[src/rtl/data_mem_controller_pkg.sv]
// Shared types for the data-memory controller slice.
//   DATA_WIDTH / ADDR_WIDTH    : default word and address widths
//   data_t                     : data word
//   data_memory_address_t      : data memory address
//   mc_state_t                 : controller FSM state
//   id_bits()                  : width of a consumer index (at least 1 bit)
package data_mem_controller_pkg;

    localparam int unsigned DATA_WIDTH = 32;
    localparam int unsigned ADDR_WIDTH = 8;

    typedef logic [DATA_WIDTH-1:0] data_t;
    typedef logic [ADDR_WIDTH-1:0] data_memory_address_t;

    typedef enum logic [1:0] {
        MC_IDLE,
        MC_READ_WAIT,
        MC_WRITE_WAIT,
        MC_RELAY
    } mc_state_t;

    // A single consumer still needs a 1-bit index so every vector stays non-empty.
    function automatic int unsigned id_bits(input int unsigned n);
        return (n > 1) ? $clog2(n) : 1;
    endfunction

endpackage

[src/rtl/data_mem_controller_if.sv]
// LSU-side and memory-side handshake bundle of the data-memory controller.
//   consumer_* : per-lane load/store requests and done pulses
//   mem_*      : single external data-memory port
// Modports:
//   slave  : the controller (responder to LSUs, requester to memory)
//   master : the surroundings (LSUs plus memory)
interface data_mem_controller_if #(
    parameter int unsigned NUM_CONSUMERS = 4,
    parameter int unsigned ADDR_BITS     = 8,
    parameter int unsigned DATA_BITS     = 32
);

    logic [NUM_CONSUMERS-1:0]                consumer_read_valid;
    logic [NUM_CONSUMERS-1:0][ADDR_BITS-1:0] consumer_read_address;
    logic [NUM_CONSUMERS-1:0]                consumer_read_ready;
    logic [NUM_CONSUMERS-1:0][DATA_BITS-1:0] consumer_read_data;
    logic [NUM_CONSUMERS-1:0]                consumer_write_valid;
    logic [NUM_CONSUMERS-1:0][ADDR_BITS-1:0] consumer_write_address;
    logic [NUM_CONSUMERS-1:0][DATA_BITS-1:0] consumer_write_data;
    logic [NUM_CONSUMERS-1:0]                consumer_write_ready;

    logic                 mem_read_valid;
    logic [ADDR_BITS-1:0] mem_read_address;
    logic                 mem_read_ready;
    logic [DATA_BITS-1:0] mem_read_data;
    logic                 mem_write_valid;
    logic [ADDR_BITS-1:0] mem_write_address;
    logic [DATA_BITS-1:0] mem_write_data;
    logic                 mem_write_ready;

    modport slave (
        input  consumer_read_valid, consumer_read_address,
        output consumer_read_ready, consumer_read_data,
        input  consumer_write_valid, consumer_write_address, consumer_write_data,
        output consumer_write_ready,
        output mem_read_valid, mem_read_address,
        input  mem_read_ready, mem_read_data,
        output mem_write_valid, mem_write_address, mem_write_data,
        input  mem_write_ready
    );

    modport master (
        output consumer_read_valid, consumer_read_address,
        input  consumer_read_ready, consumer_read_data,
        output consumer_write_valid, consumer_write_address, consumer_write_data,
        input  consumer_write_ready,
        input  mem_read_valid, mem_read_address,
        output mem_read_ready, mem_read_data,
        input  mem_write_valid, mem_write_address, mem_write_data,
        output mem_write_ready
    );

endinterface

[src/rtl/data_mem_controller_rr_arbiter.sv]
// Combinational round-robin arbiter.
//   request     : one request bit per requester
//   rr_ptr      : index that gets first priority
//   grant_valid : some request is set
//   grant_id    : first set index at or after rr_ptr, wrapping modulo NUM_REQ
module data_mem_controller_rr_arbiter #(
    parameter int unsigned NUM_REQ = 4,
    parameter int unsigned ID_BITS = 2
) (
    input  logic [NUM_REQ-1:0] request,
    input  logic [ID_BITS-1:0] rr_ptr,
    output logic               grant_valid,
    output logic [ID_BITS-1:0] grant_id
);

    logic [ID_BITS-1:0] idx;

    always_comb begin
        grant_valid = 1'b0;
        grant_id    = '0;
        idx         = '0;
        for (int unsigned i = 0; i < NUM_REQ; i++) begin
            idx = ID_BITS'((32'(rr_ptr) + i) % NUM_REQ);
            if (!grant_valid && request[idx]) begin
                grant_valid = 1'b1;
                grant_id    = idx;
            end
        end
    end

endmodule

[src/rtl/data_mem_controller.sv]
// Data-memory controller: serves LSU loads/stores one at a time over a single memory port.
//   clk, reset : clock and asynchronous active-high reset
//   bus        : consumer request/response lanes and the memory port (slave view)
// Every output is a register. After a memory handshake completes the controller parks in
// MC_RELAY until the served lane drops its valid, so a late-dropping LSU is not served twice.
module data_mem_controller
    import data_mem_controller_pkg::*;
#(
    parameter int unsigned NUM_CONSUMERS = 4,
    parameter int unsigned ADDR_BITS     = ADDR_WIDTH,
    parameter int unsigned DATA_BITS     = DATA_WIDTH
) (
    input logic                  clk,
    input logic                  reset,
    data_mem_controller_if.slave bus
);

    localparam int unsigned ID_BITS = id_bits(NUM_CONSUMERS);

    mc_state_t          state;
    logic [ID_BITS-1:0] rr_ptr;
    logic [ID_BITS-1:0] grant_id;
    logic               relay_read;  // served op was a load (selects which valid to watch)

    logic               arb_valid;
    logic [ID_BITS-1:0] arb_id;
    logic [ID_BITS-1:0] next_ptr;

    data_mem_controller_rr_arbiter #(
        .NUM_REQ (NUM_CONSUMERS),
        .ID_BITS (ID_BITS)
    ) u_arbiter (
        .request     (bus.consumer_read_valid | bus.consumer_write_valid),
        .rr_ptr      (rr_ptr),
        .grant_valid (arb_valid),
        .grant_id    (arb_id)
    );

    assign next_ptr = (arb_id == ID_BITS'(NUM_CONSUMERS - 1)) ? '0 : arb_id + 1'b1;

    always_ff @(posedge clk or posedge reset) begin
        if (reset) begin
            state                    <= MC_IDLE;
            rr_ptr                   <= '0;
            grant_id                 <= '0;
            relay_read               <= 1'b0;
            bus.mem_read_valid       <= 1'b0;
            bus.mem_read_address     <= ADDR_BITS'(0);
            bus.mem_write_valid      <= 1'b0;
            bus.mem_write_address    <= ADDR_BITS'(0);
            bus.mem_write_data       <= DATA_BITS'(0);
            bus.consumer_read_ready  <= '0;
            bus.consumer_read_data   <= '0;
            bus.consumer_write_ready <= '0;
        end else begin
            unique case (state)
                MC_IDLE: begin
                    if (arb_valid) begin
                        grant_id <= arb_id;
                        rr_ptr   <= next_ptr;
                        // A lane with both valids set gets its load first.
                        if (bus.consumer_read_valid[arb_id]) begin
                            relay_read           <= 1'b1;
                            bus.mem_read_valid   <= 1'b1;
                            bus.mem_read_address <= bus.consumer_read_address[arb_id];
                            state                <= MC_READ_WAIT;
                        end else begin
                            relay_read            <= 1'b0;
                            bus.mem_write_valid   <= 1'b1;
                            bus.mem_write_address <= bus.consumer_write_address[arb_id];
                            bus.mem_write_data    <= bus.consumer_write_data[arb_id];
                            state                 <= MC_WRITE_WAIT;
                        end
                    end
                end
                MC_READ_WAIT: begin
                    if (bus.mem_read_ready) begin
                        bus.mem_read_valid                <= 1'b0;
                        bus.consumer_read_data[grant_id]  <= bus.mem_read_data;
                        bus.consumer_read_ready[grant_id] <= 1'b1;
                        state                             <= MC_RELAY;
                    end
                end
                MC_WRITE_WAIT: begin
                    if (bus.mem_write_ready) begin
                        bus.mem_write_valid                <= 1'b0;
                        bus.consumer_write_ready[grant_id] <= 1'b1;
                        state                              <= MC_RELAY;
                    end
                end
                MC_RELAY: begin
                    bus.consumer_read_ready  <= '0;
                    bus.consumer_write_ready <= '0;
                    if (relay_read ? !bus.consumer_read_valid[grant_id]
                                   : !bus.consumer_write_valid[grant_id]) begin
                        state <= MC_IDLE;
                    end
                end
                default: state <= MC_IDLE;
            endcase
        end
    end

endmodule

[src/flat_wrapper.sv]
// flat-port wrapper written by rule: the top's interface ports become plain ports
module data_mem_controller_flat import data_mem_controller_pkg::*;
#(
    parameter int unsigned NUM_CONSUMERS = 4,
    parameter int unsigned ADDR_BITS     = ADDR_WIDTH,
    parameter int unsigned DATA_BITS     = DATA_WIDTH
)
  (clk, reset, bus_consumer_read_valid, bus_consumer_read_address, bus_consumer_read_ready, bus_consumer_read_data, bus_consumer_write_valid, bus_consumer_write_address, bus_consumer_write_data, bus_consumer_write_ready, bus_mem_read_valid, bus_mem_read_address, bus_mem_read_ready, bus_mem_read_data, bus_mem_write_valid, bus_mem_write_address, bus_mem_write_data, bus_mem_write_ready);
  data_mem_controller_if #(.NUM_CONSUMERS(NUM_CONSUMERS), .ADDR_BITS(ADDR_BITS), .DATA_BITS(DATA_BITS)) bus_i ();
  input logic clk;
  input logic reset;
  input wire logic [$bits(bus_i.consumer_read_valid)-1:0] bus_consumer_read_valid;
  input wire logic [$bits(bus_i.consumer_read_address)-1:0] bus_consumer_read_address;
  output wire logic [$bits(bus_i.consumer_read_ready)-1:0] bus_consumer_read_ready;
  output wire logic [$bits(bus_i.consumer_read_data)-1:0] bus_consumer_read_data;
  input wire logic [$bits(bus_i.consumer_write_valid)-1:0] bus_consumer_write_valid;
  input wire logic [$bits(bus_i.consumer_write_address)-1:0] bus_consumer_write_address;
  input wire logic [$bits(bus_i.consumer_write_data)-1:0] bus_consumer_write_data;
  output wire logic [$bits(bus_i.consumer_write_ready)-1:0] bus_consumer_write_ready;
  output wire logic [$bits(bus_i.mem_read_valid)-1:0] bus_mem_read_valid;
  output wire logic [$bits(bus_i.mem_read_address)-1:0] bus_mem_read_address;
  input wire logic [$bits(bus_i.mem_read_ready)-1:0] bus_mem_read_ready;
  input wire logic [$bits(bus_i.mem_read_data)-1:0] bus_mem_read_data;
  output wire logic [$bits(bus_i.mem_write_valid)-1:0] bus_mem_write_valid;
  output wire logic [$bits(bus_i.mem_write_address)-1:0] bus_mem_write_address;
  output wire logic [$bits(bus_i.mem_write_data)-1:0] bus_mem_write_data;
  input wire logic [$bits(bus_i.mem_write_ready)-1:0] bus_mem_write_ready;
  assign bus_i.consumer_read_valid = bus_consumer_read_valid;
  assign bus_i.consumer_read_address = bus_consumer_read_address;
  assign bus_consumer_read_ready = bus_i.consumer_read_ready;
  assign bus_consumer_read_data = bus_i.consumer_read_data;
  assign bus_i.consumer_write_valid = bus_consumer_write_valid;
  assign bus_i.consumer_write_address = bus_consumer_write_address;
  assign bus_i.consumer_write_data = bus_consumer_write_data;
  assign bus_consumer_write_ready = bus_i.consumer_write_ready;
  assign bus_mem_read_valid = bus_i.mem_read_valid;
  assign bus_mem_read_address = bus_i.mem_read_address;
  assign bus_i.mem_read_ready = bus_mem_read_ready;
  assign bus_i.mem_read_data = bus_mem_read_data;
  assign bus_mem_write_valid = bus_i.mem_write_valid;
  assign bus_mem_write_address = bus_i.mem_write_address;
  assign bus_mem_write_data = bus_i.mem_write_data;
  assign bus_i.mem_write_ready = bus_mem_write_ready;
  data_mem_controller #(.NUM_CONSUMERS(NUM_CONSUMERS), .ADDR_BITS(ADDR_BITS), .DATA_BITS(DATA_BITS)) u_core (.clk(clk), .reset(reset), .bus(bus_i));
endmodule
[config.mk]
export PLATFORM = sky130hd
export DESIGN_NAME = data_mem_controller_flat
export DESIGN_NICKNAME = d
export VERILOG_FILES = /design/src/rtl/data_mem_controller_pkg.sv /design/src/rtl/data_mem_controller_if.sv /design/src/rtl/data_mem_controller_rr_arbiter.sv /design/src/rtl/data_mem_controller.sv /design/src/flat_wrapper.sv
export SDC_FILE = /design/constraint.sdc
export NUM_CORES = 1
export LEC_CHECK = 0
export BUFFER_PORTS_ARGS = -buffer_cell sky130_fd_sc_hd__buf_2
export CORE_UTILIZATION = 35
export CTS_CLUSTER_DIAMETER = 50
export DETAILED_ROUTE_END_ITERATION = 8
export HOLD_SLACK_MARGIN = 0.05
export SYNTH_ARGS = -nofsm -noshare
export SYNTH_HDL_FRONTEND = slang
export SYNTH_SLANG_ARGS = --single-unit
[constraint.sdc]
create_clock -name clk -period 8.45 [get_ports clk]
set_clock_uncertainty 0.2 [all_clocks]
set_input_delay 0.4225 -clock clk [delete_from_list [all_inputs] [get_ports clk]]
set_output_delay 0.4225 -clock clk [all_outputs]
set_load 0.005 [all_outputs]
After elaboration in Yosys (flattened, before gate mapping)
Index checks and enable logic that the tools add are counted.

Register bits: 193. Bits of input ports: 236. Output and inout port bits: 186. Word-level logic and storage cells: 117.

$add $sub $neg: 4. Magnitude comparators: 7. Eq/ne operators: 10. Multiplexer cells: 54. Bitwise gates (word level): 4. Reduce and logical (&&, ||, !) cells: 23.

Operator list (count): bitwise mux 128 bit (1); binary-select mux 32 bit (select 2 bit) (1); demux 32 bit (select 2 bit) (1); two-way mux 32 bit (2); binary-select mux 8 bit (select 2 bit) (2); two-way mux 1 bit (20); two-way mux 2 bit (10); less-than comparator 2 x 3 -> 1 bit (second input constant) (6); two-way mux 8 bit (2); case mux 4 bit (2 select lines) (2); binary-select mux 1 bit (select 2 bit) (7); bitwise OR 4 bit (3); AND reduction 4 bit (3); two-way mux 4 bit (2); case mux 2 bit (4 select lines) (1); AND reduction 2 bit (4); nonzero test 2 bit (4); equality test 2 bit (second input constant) (3); != test 2 x 1 -> 1 bit (second input constant) (3); != test 2 bit (second input constant) (3); AND reduction 3 bit (2); logical NOT 1 bit (5); adder 2 x 1 -> 2 bit (second input constant) (2); adder 2 bit (second input constant) (2); other kinds (7) (11).

Longest topological paths before layout
Word-level depth: 18. Gate-level depth with buffers: 10. Depth with buffers taken out: 7.

By module
Synthesis repeated with hierarchy kept, for this count alone.

Cell total of the unflattened synthesis: 543. Area, all modules: 8897.3 µm².

Modules (own cells, without submodules): data_mem_controller (instances 1, cells each 528, area each 8819.7 µm², sequential area each 4829.6 µm²); data_mem_controller_rr_arbiter (instances 1, cells each 15, area each 77.6 µm², sequential area each 0.0 µm²).

Worst setup path before layout
No wires, ideal clock.

Kind: input-to-reg. Start point: input port bus_consumer_write_valid[0]. End point: register u_core.bus.mem_write_data[13]. Setup time: 0.125 ns. Arrival time: 2.036 ns. Required time: 8.125 ns. Path slack: 6.089 ns. Cell stages on the path: 8. Buffers on the path: 2. Path through: or2_1 a21o_1 a221oi_1 buf_2 nand3_2 a21oi_4 buf_4 mux2_2.

Word-level cells in the longest chain between the ends: 17. Elaborated cells between the ends (all ways): 29. Classes of those cells: mux (20); bitwise (2); reduce/logical (7).

Ends and longest elaborated chain: from (decl) (line flat_wrapper.sv:16) `input wire logic [$bits(bus_i.consumer_write_valid)-1:0] bus_consumer_write_valid;`; bitwise OR 4 bit * (line data_mem_controller.sv:33) `.request (bus.consumer_read_valid | bus.consumer_write_valid),`; binary-select mux 1 bit (select 2 bit) (line data_mem_controller_rr_arbiter.sv:24) `if (!grant_valid && request[idx]) begin`; two-way mux 1 bit (not written as such) (line data_mem_controller_rr_arbiter.sv:24); two-way mux 1 bit (line data_mem_controller_rr_arbiter.sv:24); logical NOT 1 bit (line data_mem_controller_rr_arbiter.sv:24); logical AND 1 bit (line data_mem_controller_rr_arbiter.sv:24); two-way mux 1 bit (line data_mem_controller_rr_arbiter.sv:24); logical NOT 1 bit (line data_mem_controller_rr_arbiter.sv:24); logical AND 1 bit (line data_mem_controller_rr_arbiter.sv:24); two-way mux 1 bit (line data_mem_controller_rr_arbiter.sv:24); logical NOT 1 bit (line data_mem_controller_rr_arbiter.sv:24); logical AND 1 bit (line data_mem_controller_rr_arbiter.sv:24); two-way mux 2 bit (line data_mem_controller_rr_arbiter.sv:24); binary-select mux 1 bit (select 2 bit) (line data_mem_controller.sv:62) `if (bus.consumer_read_valid[arb_id]) begin`; two-way mux 1 bit (not written as such) (line data_mem_controller.sv:62); NOT 1 bit (no line); AND reduction 3 bit (no line); to (signal assigned) (line data_mem_controller.sv:71) `bus.mem_write_data <= bus.consumer_write_data[arb_id];`; to (decl) (line data_mem_controller_if.sv:38) `output mem_write_valid, mem_write_address, mem_write_data,`.

Every way passes the cells marked *; elsewhere a longest branch is shown, timed or not. The select of a mux whose other input is x is not followed. A chain may end at the register's enable or synchronous reset.

Worst setup path after layout
Start point: register u_core.rr_ptr[1]. End point: register u_core.bus.mem_read_address[1].

Word-level cells in the longest chain between the ends: 15. Elaborated cells between the ends (all ways): 30. Classes of those cells: add/sub (3); mux (20); reduce/logical (7).

Ends and longest elaborated chain: from (decl) (line data_mem_controller.sv:21) `logic [ID_BITS-1:0] rr_ptr;`; from (signal assigned) (line data_mem_controller.sv:60) `rr_ptr <= next_ptr;`; branches (longest 15 deep; another with adder 2 x 1 -> 2 bit); to (signal assigned) (line data_mem_controller.sv:65) `bus.mem_read_address <= bus.consumer_read_address[arb_id];`; to (decl) (line data_mem_controller_if.sv:36) `output mem_read_valid, mem_read_address,`.

Parallel ways; which one is timed is not known. The select of a mux whose other input is x is not followed.

==> metrics <==
most frequent CP cell=mux2i_1; Data arrival, critical path=3.63 ns; syn nets=894; Worst setup startpoint=u_core.rr_ptr[1]; CP max stage delay=0.73 ns; port bufs=421; CP Max Fanout=53; Tightest Pin Transition=0.925 ns; Die ar.=0.0268 mm²; Final HPWL DP=19000 µm; Final min period=3.52 ns; Post-synth EDFFs=0; CP cell instances=a21bo_2, a22o_1, inv_4, buf_4, mux2i_1, mux2i_1, mux2_2; Synth area leader=dfrtp_1; Worst-Skew Late Latency=0.42 ns; Power Density=356 mW/mm²; Min-Delay Path Class=input port to flip-flop; largest net degree at the start of global routing=130; status=finished, final reports clean; Slew HR=38.3%; initial drt markers=260; post-synthesis sequential area ratio=52.8%; CP Capture Type=flip-flop; layout cells sized above 1=58.2%; max layer used=met5; Yosys reg bits=193; setup tns final=0 ns; grt ovf=0; Syn Inst Count=652; RSZ-0062 raised after global routing=no; post-layout worst setup margin=4.93 ns; synth top area cells=dfrtp_1, mux2_2, mux2i_1, mux2_1, buf_2; vias per std cell=4.81; met2 routed WL=13100 µm; wire length of the first global-routing pass=39000 µm; Hold Path Origin=bus_mem_read_data[29]; MaxCap Viol Count=0; Mean Syn Cell Area=14.0 µm²; Net Sw Frac=35.4%; CTS tree=built; met3 routed WL=2310 µm; # IOs=422; Core Area=0.0254 mm²; P_leak=0.00628 µW; Seq pwr share=36.8%; nets=1308; GP Congestion=0.847; root cell of the clock tree=clkbuf_16; clock share of power=19.2%; Yosys warnings=0; metal1 wirelength=10200 µm; final hold violation count=0; antenna violations before repair=4; Starting Density=36.0%; die height=164 µm; CTS Buffer Depth=2; Avg WL per Cell=18.3 µm; chip width=164 µm; dpl ws=4.70 ns; TritonCTS Buffers=17; Area Overhead vs Synth=33.8%; Tcrit/Tclk final=41.6%; ys async rst share=100%; final wirelength=25800 µm; Final setup viols=0; Worst-path clk slew=0.08 ns; critical path class=flip-flop to flip-flop; combinational share of power=44.0%; H-tree levels=4; DRT Pass-1 Iters=4; Std-Cell Rows=58; worst path required time=8.56 ns; post-synth cell types=44; Fmax=284 MHz; top_reg_cell synth=dfrtp_1; most frequent cell after synthesis=dfrtp_1; Switching Power=1540 µW; Max VDD drop=0.000196 V; Routed Antenna Nets=0; PostCTS Resize Cnt=0; fill cell count=2371; Final Slew Violations=0; DRC violations left=0; Yosys top cell area share=52.8%; top post-synthesis cells by count=dfrtp_1, mux2_2, mux2i_1, mux2_1, clkbuf_1; Crit-path slowest cell=buf_4; RR Startpoint=u_core.rr_ptr[1]; total number of vias=6788; Pint=2810 µW; gr usage total=19.0%; cell area after synthesis=0.00915 mm²; vias in the first global route=7013; CP Launch Type=flip-flop; Num Clock Sinks=193
through the flow:
stage          cells  power [µW]  area, µm²  hold slack (ns)  utilization [%]
2_1_floorplan    652        2790       9150            0.259                -
3_3_place_gp    1370        3530      11600            0.259             45.5
3_5_place_dp    1370        3570      11600            0.270             45.5
4_1_cts         1409        4430      12200           0.0515             48.2
5_1_grt         1410        4650      12200           0.0525             48.2
6_report        1411        4350      12200           0.0653             48.2
sequential cells by signal, indices dropped and copies added, names as in the netlist:
name,cells
u_core.bus.consumer_read_data,128
u_core.bus.mem_write_data,32
u_core.bus.mem_read_address,8
u_core.bus.mem_write_address,8
u_core.bus.consumer_read_ready,4
u_core.bus.consumer_write_ready,4
u_core.grant_id,2
u_core.rr_ptr,2
u_core.state,2
u_core.bus.mem_read_valid,1
u_core.bus.mem_write_valid,1
u_core.relay_read,1
cell families (layout without fill, tap and decap cells):
family	count (synthesis)	count (layout)	synth area share [%]
multiplexers	325	325	38.3
flip-flops	193	193	52.8
buffers and inverters	49	476	2.54
AND/OR/NAND/NOR	42	42	2.49
AO/OA/AOI/OAI	37	37	3.08
adder cells (fa/ha/maj)	6	6	0.821
other	0	2	0
cells in the final DEF, fill, tap and decap left out, types with 3 or more instances in the layout:
| cell | synthesis | layout |
|---|---|---|
| a21oi_1 | 3 | 3 |
| a22o_1 | 3 | 3 |
| a32o_1 | 3 | 3 |
| and3_1 | 4 | 3 |
| buf_2 | 15 | 421 |
| buf_4 | 8 | 7 |
| clkbuf_16 | 0 | 17 |
| clkinv_8 | 0 | 4 |
| dfrtp_1 | 193 | 193 |
| dlygate4sd3_1 | 0 | 7 |
| ha_1 | 6 | 6 |
| inv_1 | 8 | 7 |
| inv_12 | 0 | 3 |
| inv_8 | 0 | 6 |
| mux2_1 | 24 | 24 |
| mux2_2 | 155 | 155 |
| mux2i_1 | 144 | 144 |
| nand2_1 | 12 | 12 |
| nand2b_1 | 4 | 4 |
| nand4_1 | 4 | 4 |
| nor2_1 | 8 | 8 |
| o21ai_0 | 10 | 10 |
critical path: cells and delay by family (launching register included):
kind                   cells  cell delay [ns]
muxes                      3             0.74
buffers and inverters      2             1.35
AOI/OAI and AO/OA          2             0.53
DFF                        1             0.51
power by group through the flow:
stage	sequential (µW)	clock (µW)	combinational, µW
floorplan	1630	0	1160
global placement	1600	0	1930
detailed placement	1620	0	1960
CTS	1600	861	1960
global route	1660	894	2090
finish	1600	836	1920
metal layers:
metal | up-vias | GRT usage [%]
li1 | 3213 | -
met1 | 3295 | 21.5
met2 | 254 | 33.6
met3 | 22 | 7.06
met4 | 4 | 4.80
met5 | - | 0
layout make-up:
class                      count  area, µm²  share of cell area (%)
sequential                   193       4830                    39.4
clock buffer                  17        425                    3.47
clock inverter                15        193                    1.57
multi-input combinational    410       4110                    33.5
timing repair buffer         435       2230                    18.2
tap                          330        413                    3.37
inverter                       9       43.8                   0.358
antenna                        2       5.00                  0.0409
final timing paths:
path                                                     end  slack [ns]  cells after the start
max                           u_core.bus.mem_read_address[1]        4.93                      7
min                        u_core.bus.consumer_read_data[93]        0.07                      2
max reg2reg                   u_core.bus.mem_read_address[1]        4.93                      7
min reg2reg                     u_core.bus.mem_write_data[3]        0.29                      1
max in group asynchronous  u_core.bus.consumer_read_data[92]        6.06                      4
min in group asynchronous  u_core.bus.consumer_read_data[32]        0.57                      3
what timing repair did:
item | 4_1_cts | 5_1_grt
hold buffers | 7 | 0
hold endpoints to repair | 54 | 0
buffers inserted | 0 | 0
Power figures use the tool's default switching activity.
